## src/rtl/bnn_cmd_encoder_if.sv

```systemverilog
// ---------------------------------------------------------------------------
// bnn_cmd_encoder_if
//
// Bundles the request side and the command byte stream of bnn_cmd_encoder.
//
// Handshake rules for both channels (req_* and cmd_*):
//   A transfer happens on a rising clk edge where valid and ready are both
//   high. Once the producer raises valid, it holds valid and the payload
//   stable until that transfer edge. The consumer may raise or lower ready
//   at any time, and ready may be high before valid rises.
//
// Modports:
//   master : the encoder. It consumes req_* and cmd_ready. It drives
//            req_ready, cmd, cmd_valid, done, err, busy and dbg_state.
//   slave  : the environment (host model or testbench), driving the
//            opposite direction.
//
// Signals:
//   req_valid/req_ready  request handshake
//   req_kind  [1:0]      1 inputs, 2 weights, 3 bias (0 illegal)
//   req_len   [3:0]      payload byte count, 1..MAX_LEN
//   req_data             payload, byte i in bits [8i+7:8i]
//   cmd       [7:0]      byte to the decoder (0x00 while cmd_valid is low)
//   cmd_valid/cmd_ready  byte handshake
//   done                 one-cycle pulse after the terminator is accepted
//   err                  one-cycle pulse after an illegal request is dropped
//   busy                 encoder is not idle
//   dbg_state [1:0]      encoder FSM state, for checkers
// ---------------------------------------------------------------------------
interface bnn_cmd_encoder_if #(
    parameter int MAX_LEN = 4
);
    logic                   req_valid;
    logic                   req_ready;
    logic [1:0]             req_kind;
    logic [3:0]             req_len;
    logic [8*MAX_LEN-1:0]   req_data;
    logic [7:0]             cmd;
    logic                   cmd_valid;
    logic                   cmd_ready;
    logic                   done;
    logic                   err;
    logic                   busy;
    logic [1:0]             dbg_state;

    modport master (
        input  req_valid, req_kind, req_len, req_data, cmd_ready,
        output req_ready, cmd, cmd_valid, done, err, busy, dbg_state
    );

    modport slave (
        output req_valid, req_kind, req_len, req_data, cmd_ready,
        input  req_ready, cmd, cmd_valid, done, err, busy, dbg_state
    );
endinterface

```

## src/rtl/bnn_cmd_encoder.sv

```systemverilog
// ---------------------------------------------------------------------------
// bnn_cmd_encoder
//
// Turns one write request into the byte sequence expected by the BNN
// command decoder. The sequence is an opcode byte (0xB0 | kind), then
// req_len payload bytes with byte 0 first, then a 0x00 terminator.
//
// Ports:
//   clk  system clock; all state changes on its rising edge
//   rst  synchronous, active-high reset
//   bus  bnn_cmd_encoder_if.master (request channel, command byte
//        channel, done/err pulses, busy, FSM debug state)
//
// cmd/cmd_valid come straight from flops. The value for the next beat is
// worked out in the same cycle that the current beat transfers. The
// request is copied into local registers when it is accepted, so the host
// may change req_* at any time after that.
// ---------------------------------------------------------------------------
module bnn_cmd_encoder #(
    parameter int MAX_LEN = 4
) (
    input  logic                      clk,
    input  logic                      rst,
    bnn_cmd_encoder_if.master         bus
);

    localparam logic [1:0] S_IDLE    = 2'd0;
    localparam logic [1:0] S_OPCODE  = 2'd1;
    localparam logic [1:0] S_PAYLOAD = 2'd2;
    localparam logic [1:0] S_TERM    = 2'd3;

    logic [1:0]             state_q, state_d;
    logic [1:0]             kind_q, kind_d;
    logic [3:0]             len_q, len_d;
    logic [8*MAX_LEN-1:0]   data_q, data_d;
    logic [3:0]             idx_q, idx_d;
    logic [7:0]             cmd_q, cmd_d;
    logic                   cmd_valid_q, cmd_valid_d;
    logic                   done_q, done_d;
    logic                   err_q, err_d;

    logic                   req_legal;
    logic                   xfer;
    logic                   idx_last;

    // Byte select written as a compare loop. This keeps the 4-bit index
    // independent of how many bytes MAX_LEN actually provides.
    function automatic logic [7:0] pick_byte(
        input logic [8*MAX_LEN-1:0] data,
        input logic [3:0]           sel
    );
        logic [7:0] b;
        b = 8'h00;
        for (int i = 0; i < MAX_LEN; i++) begin
            if (sel == 4'(i)) begin
                b = data[8*i +: 8];
            end
        end
        return b;
    endfunction

    function automatic logic [7:0] opcode_of(input logic [1:0] kind);
        return 8'hB0 | {6'b000000, kind};
    endfunction

    assign req_legal = (bus.req_kind != 2'd0) &&
                       (bus.req_len != 4'd0) &&
                       (bus.req_len <= 4'(MAX_LEN));
    assign xfer      = cmd_valid_q && bus.cmd_ready;
    assign idx_last  = (idx_q == (len_q - 4'd1));

    always_comb begin
        state_d     = state_q;
        kind_d      = kind_q;
        len_d       = len_q;
        data_d      = data_q;
        idx_d       = idx_q;
        cmd_d       = cmd_q;
        cmd_valid_d = cmd_valid_q;
        done_d      = 1'b0;
        err_d       = 1'b0;

        case (state_q)
            S_IDLE: begin
                if (bus.req_valid) begin
                    if (req_legal) begin
                        kind_d      = bus.req_kind;
                        len_d       = bus.req_len;
                        data_d      = bus.req_data;
                        idx_d       = 4'd0;
                        cmd_d       = opcode_of(bus.req_kind);
                        cmd_valid_d = 1'b1;
                        state_d     = S_OPCODE;
                    end else begin
                        // Illegal requests are still consumed so the host
                        // never stalls on them. Only err reports them.
                        err_d = 1'b1;
                    end
                end
            end

            S_OPCODE: begin
                if (xfer) begin
                    cmd_d   = pick_byte(data_q, idx_q);
                    state_d = S_PAYLOAD;
                end else begin
                    cmd_d = opcode_of(kind_q);
                end
            end

            S_PAYLOAD: begin
                if (xfer) begin
                    if (idx_last) begin
                        cmd_d   = 8'h00;
                        state_d = S_TERM;
                    end else begin
                        idx_d = idx_q + 4'd1;
                        cmd_d = pick_byte(data_q, idx_q + 4'd1);
                    end
                end
            end

            S_TERM: begin
                if (xfer) begin
                    cmd_d       = 8'h00;
                    cmd_valid_d = 1'b0;
                    done_d      = 1'b1;
                    state_d     = S_IDLE;
                end
            end

            default: begin
                cmd_d       = 8'h00;
                cmd_valid_d = 1'b0;
                state_d     = S_IDLE;
            end
        endcase
    end

    always_ff @(posedge clk) begin
        if (rst) begin
            state_q     <= S_IDLE;
            kind_q      <= 2'd0;
            len_q       <= 4'd0;
            data_q      <= '0;
            idx_q       <= 4'd0;
            cmd_q       <= 8'h00;
            cmd_valid_q <= 1'b0;
            done_q      <= 1'b0;
            err_q       <= 1'b0;
        end else begin
            state_q     <= state_d;
            kind_q      <= kind_d;
            len_q       <= len_d;
            data_q      <= data_d;
            idx_q       <= idx_d;
            cmd_q       <= cmd_d;
            cmd_valid_q <= cmd_valid_d;
            done_q      <= done_d;
            err_q       <= err_d;
        end
    end

    assign bus.req_ready = (state_q == S_IDLE);
    assign bus.cmd       = cmd_q;
    assign bus.cmd_valid = cmd_valid_q;
    assign bus.done      = done_q;
    assign bus.err       = err_q;
    assign bus.busy      = (state_q != S_IDLE);
    assign bus.dbg_state = state_q;

endmodule

```

## src/flat_wrapper.sv

```systemverilog
// flat-port wrapper written by rule: the top's interface ports become plain ports
module bnn_cmd_encoder_flat 
#(
    parameter int MAX_LEN = 4
)
  (clk, rst, bus_req_valid, bus_req_kind, bus_req_len, bus_req_data, bus_cmd_ready, bus_req_ready, bus_cmd, bus_cmd_valid, bus_done, bus_err, bus_busy, bus_dbg_state);
  bnn_cmd_encoder_if #(.MAX_LEN(MAX_LEN)) bus_i ();
  input  logic clk;
  input  logic rst;
  input wire logic [$bits(bus_i.req_valid)-1:0] bus_req_valid;
  input wire logic [$bits(bus_i.req_kind)-1:0] bus_req_kind;
  input wire logic [$bits(bus_i.req_len)-1:0] bus_req_len;
  input wire logic [$bits(bus_i.req_data)-1:0] bus_req_data;
  input wire logic [$bits(bus_i.cmd_ready)-1:0] bus_cmd_ready;
  output wire logic [$bits(bus_i.req_ready)-1:0] bus_req_ready;
  output wire logic [$bits(bus_i.cmd)-1:0] bus_cmd;
  output wire logic [$bits(bus_i.cmd_valid)-1:0] bus_cmd_valid;
  output wire logic [$bits(bus_i.done)-1:0] bus_done;
  output wire logic [$bits(bus_i.err)-1:0] bus_err;
  output wire logic [$bits(bus_i.busy)-1:0] bus_busy;
  output wire logic [$bits(bus_i.dbg_state)-1:0] bus_dbg_state;
  assign bus_i.req_valid = bus_req_valid;
  assign bus_i.req_kind = bus_req_kind;
  assign bus_i.req_len = bus_req_len;
  assign bus_i.req_data = bus_req_data;
  assign bus_i.cmd_ready = bus_cmd_ready;
  assign bus_req_ready = bus_i.req_ready;
  assign bus_cmd = bus_i.cmd;
  assign bus_cmd_valid = bus_i.cmd_valid;
  assign bus_done = bus_i.done;
  assign bus_err = bus_i.err;
  assign bus_busy = bus_i.busy;
  assign bus_dbg_state = bus_i.dbg_state;
  bnn_cmd_encoder #(.MAX_LEN(MAX_LEN)) u_core (.clk(clk), .rst(rst), .bus(bus_i));
endmodule
```

## config.mk

```make
export PLATFORM = sky130hd
export DESIGN_NAME = bnn_cmd_encoder_flat
export DESIGN_NICKNAME = d
export VERILOG_FILES = /design/src/rtl/bnn_cmd_encoder_if.sv /design/src/rtl/bnn_cmd_encoder.sv /design/src/flat_wrapper.sv
export SDC_FILE = /design/constraint.sdc
export NUM_CORES = 1
export LEC_CHECK = 0
export CAP_MARGIN = 20
export CORE_MARGIN = 5
export CORE_UTILIZATION = 40
export CTS_CLUSTER_DIAMETER = 100
export CTS_CLUSTER_SIZE = 12
export DETAILED_ROUTE_END_ITERATION = 6
export SYNTH_ARGS = -nofsm -noshare
export SYNTH_HDL_FRONTEND = slang
export SYNTH_SLANG_ARGS = --single-unit
export TNS_END_PERCENT = 30
```

## constraint.sdc

```tcl
create_clock -name clk -period 2.3 [get_ports clk]
set_input_delay 0.23 -clock clk [delete_from_list [all_inputs] [get_ports clk]]
set_output_delay 0.23 -clock clk [all_outputs]
set_load 0.02 [all_outputs]
```

==> impl_metrics.toml <==
[status]
run_status = "completed"

[global_routing]
pin_count_of_the_biggest_net_entering_global_routing = 40
number_of_global_route_vias_before_repair = 2800
grt_first_pass_wirelength_um = 13980
global_route.overflow_total = 0
grt_antenna_before_repair = 0
global_route.usage.total_pct = 17.82

[logic_synthesis]
synth.lib_cells_used.distinct = 53
yosys.area.top_type = "dfxtp_1"
mean_post_synth_cell_area_um2 = 7.837
netlist.area_leader.share_pct = 35.93
ys_ff_latch = 55
yosysSeqAreaShare_pct = 35.93
number_of_flops_mapped_to_enable_cells_by_yosys = 0
synth_most_common_cell = "nand2_1"
async_flop_share_pct = 0
yosys-top-cells-count = "nand2_1, dfxtp_1, a21oi_1, o21ai_0"
syn_nets = 444
synth.cell_area_mm2 = 0.003064
yosysWarnings = 0
synth_top_cells_by_area = "dfxtp_1, nand2_1, a21oi_1, ha_1, a211oi_1"
syn_inst = 391
ys.flop_type = "dfxtp_1"

[critical_path]
crit-reg2reg-launch = "u_core.idx_q[1]"
worst-endpoint-required_ns = 2.51
reg2reg_depth = 7
worst_setup_path_endpoint = "u_core.bus.cmd[1]"
criticalPathCategory = "flip-flop to flip-flop"
critical_path.max_fanout = 6
rr_endpoint = "u_core.bus.cmd[1]"
arrival_time_at_the_worst_endpoint_ns = 2.32
category_of_the_worst_setup_path_launch_point = "flip-flop"
setup.worst_path.end_class = "flip-flop"
reg2reg_slack_ns = 0.19
setup.worst_path.start = "u_core.idx_q[1]"

[route]
wire_per_inst_um = 15.56
detail_route.vias_per_cell = 5.331
drt_pass1_iterations = 4
antenna_violating_nets_post_route = 0
detailedRoute.firstIterationViolations = 144
drc_violations = 0
wirelength_routed_um = 8513
routed-via-count = 2916

[floorplanning]
die_x_um = 97.53
boundaryPins = 57
effective_utilization_at_floorplan_pct = 40.28
die-area_mm2 = 0.009511
chipHeight_um = 97.53
std_cell_rows = 32
core_mm2 = 0.007607

[clocking]
worst_setup_hold_path_clk_slew_ns = 0.10
cts_resized = 0
clk_latency_ns = 0.31
cts_root_buf = "clkbuf_8"
cts.sinks = 55
cts_htree_levels = 2
max-clock-path-buffers = 2
holdBufCountCts = 0
cts_post_setup_buffers_inserted = 0
cts_tree = "done"
cts_inserted_buffers = 5

[final_layout]
drive_gt1_share_pct = 8.989
layout.filler_cells = 755
antenna-diode-count = 0
fin_nets = 498
flow.area_growth_from_synthesis_pct = 26.50

[timing]
maxSlewHeadroom_pct = 56.11
timing.final.crit_period_ns = 2.105
final_min_period_over_clock_period_pct = 91.54
setup-violations-final = 0
upper_clock_frequency_limit_mhz = 475.0
rsz0062_at_grt = "false"
max_slew.worst_pin.slew_ns = 0.6514
final.setup_skew_ns = 0.005925
number_of_failing_hold_endpoints_at_the_final_stage = 0
setup-tns-final_ns = 0
fin_worst_hold_slack_ns = 0.4504
timing_max_transition_violations_final = 0

[power]
p_int_w = 0.001753
power.ir.vdd_worst_mv = 0.2227
power.share.switching_pct = 33.14
proportion_of_power_drawn_by_flip_flops_and_latches_pct = 41.9
clock_power_share_pct = 24.4
p_per_area_mw_per_mm2 = 676.6
power.switching_w = 0.0008690
combPwrFrac_pct = 33.7
power.static_leakage_nw = 1.407

[placed_design]
buffer_ports.inserted = 56
routabilityCongestion = 0.8809
hpwl_um = 6554

[flow_run]
max_cap_viol_count = 0

[min_path]
hold_path_class = "input port to flip-flop"
metal layers:
layer	GRT usage [%]	part of all wire, %
met1	22.42	46
met2	31.10	50
met3	3.087	3.3
met4	5.112	1.4
met5	0	0
kinds of logic after synthesis:
| logic type | Yosys count | synth area share [%] |
|---|---|---|
| XOR/XNOR | 6 | 1.960 |
| flip-flops | 55 | 35.93 |
| multiplexers | 2 | 0.6534 |
| AND/OR/NAND/NOR | 157 | 24.13 |
| buffers and inverters | 38 | 6.043 |
| adder cells (fa/ha/maj) | 11 | 4.492 |
| AO/OA/AOI/OAI | 122 | 26.79 |
cells in the final DEF (no fill, tap or decap), types with 5 or more instances in the layout:
cell,Yosys,routed
nand3_1,6,6
inv_1,11,11
dfxtp_1,55,53
o21ai_0,15,15
buf_4,4,15
and3b_1,6,6
ha_1,11,11
a211oi_1,13,13
nand4_1,5,5
nand2_1,98,98
clkdlybuf4s50_1,0,55
nor2_1,12,12
a21oi_1,44,44
a31oi_1,8,8
clkbuf_8,0,5
o31ai_1,12,12
nor2b_1,13,13
per-stage QoR:
stage	setup slack [ns]	std cells	power [W]	util (%)	instance area [um^2]
after floorplan	0.3001	391	0.001641	-	3064
after detailed placement	0.1444	540	0.002007	49.49	3765
after global routing	0.05595	547	0.002758	50.95	3876
after CTS	0.01290	547	0.002639	50.89	3871
after global placement	0.1763	540	0.002001	49.49	3765
final	0.1946	547	0.002623	50.95	3876
cell type report:
cell class	instances	area (um^2)	area share, %
tap	102	127.6	3.292
clock inverter	2	37.54	0.9684
inverter	12	45.04	1.162
multi-input combinational	298	1778	45.87
clock buffer	5	68.82	1.775
timing repair buffer	73	715.7	18.46
sequential	55	1104	28.47
power by group through the flow:
stage	Sequential, W	Combinational, W	Clock, W
6_report	0.00110	0.000883	0.000641
5_1_grt	0.00111	0.000960	0.000687
4_1_cts	0.00110	0.000885	0.000652
3_5_place_dp	0.00112	0.000884	0
3_3_place_gp	0.00112	0.000880	0
2_1_floorplan	0.00115	0.000490	0
how the worst min path moves through the flow:
| stage | start | endpoint | cells after the start |
|---|---|---|---|
| after global routing | bus_req_data[6] | u_core.data_q[6] | 3 |
| after CTS | bus_req_data[6] | u_core.data_q[6] | 3 |
| after detailed placement | u_core.kind_q[0] | u_core.kind_q[0] | 2 |
| after global placement | u_core.kind_q[0] | u_core.kind_q[0] | 2 |
| final | bus_req_data[5] | u_core.data_q[5] | 3 |
| after floorplan | bus_req_valid | u_core.bus.err | 2 |
registers in the layout (all words and copies together) (netlist names):
register,cells
u_core.bus.done,1
u_core.bus.cmd,8
u_core.bus.dbg_state,2
u_core.bus.err,1
u_core.len_q,4
u_core.kind_q,2
u_core.data_q,32
u_core.idx_q,4
u_core.bus.cmd_valid,1
critical path, stage by stage, from the launching register on:
cell and delay [ns]:
dfxtp_2 0.41, ha_1 0.21, nand2_1 0.13, o31ai_1 0.30
o31a_1 0.43, buf_4 0.21, a2bb2oi_1 0.07, a31o_2 0.25
Power figures use the tool's default switching activity.
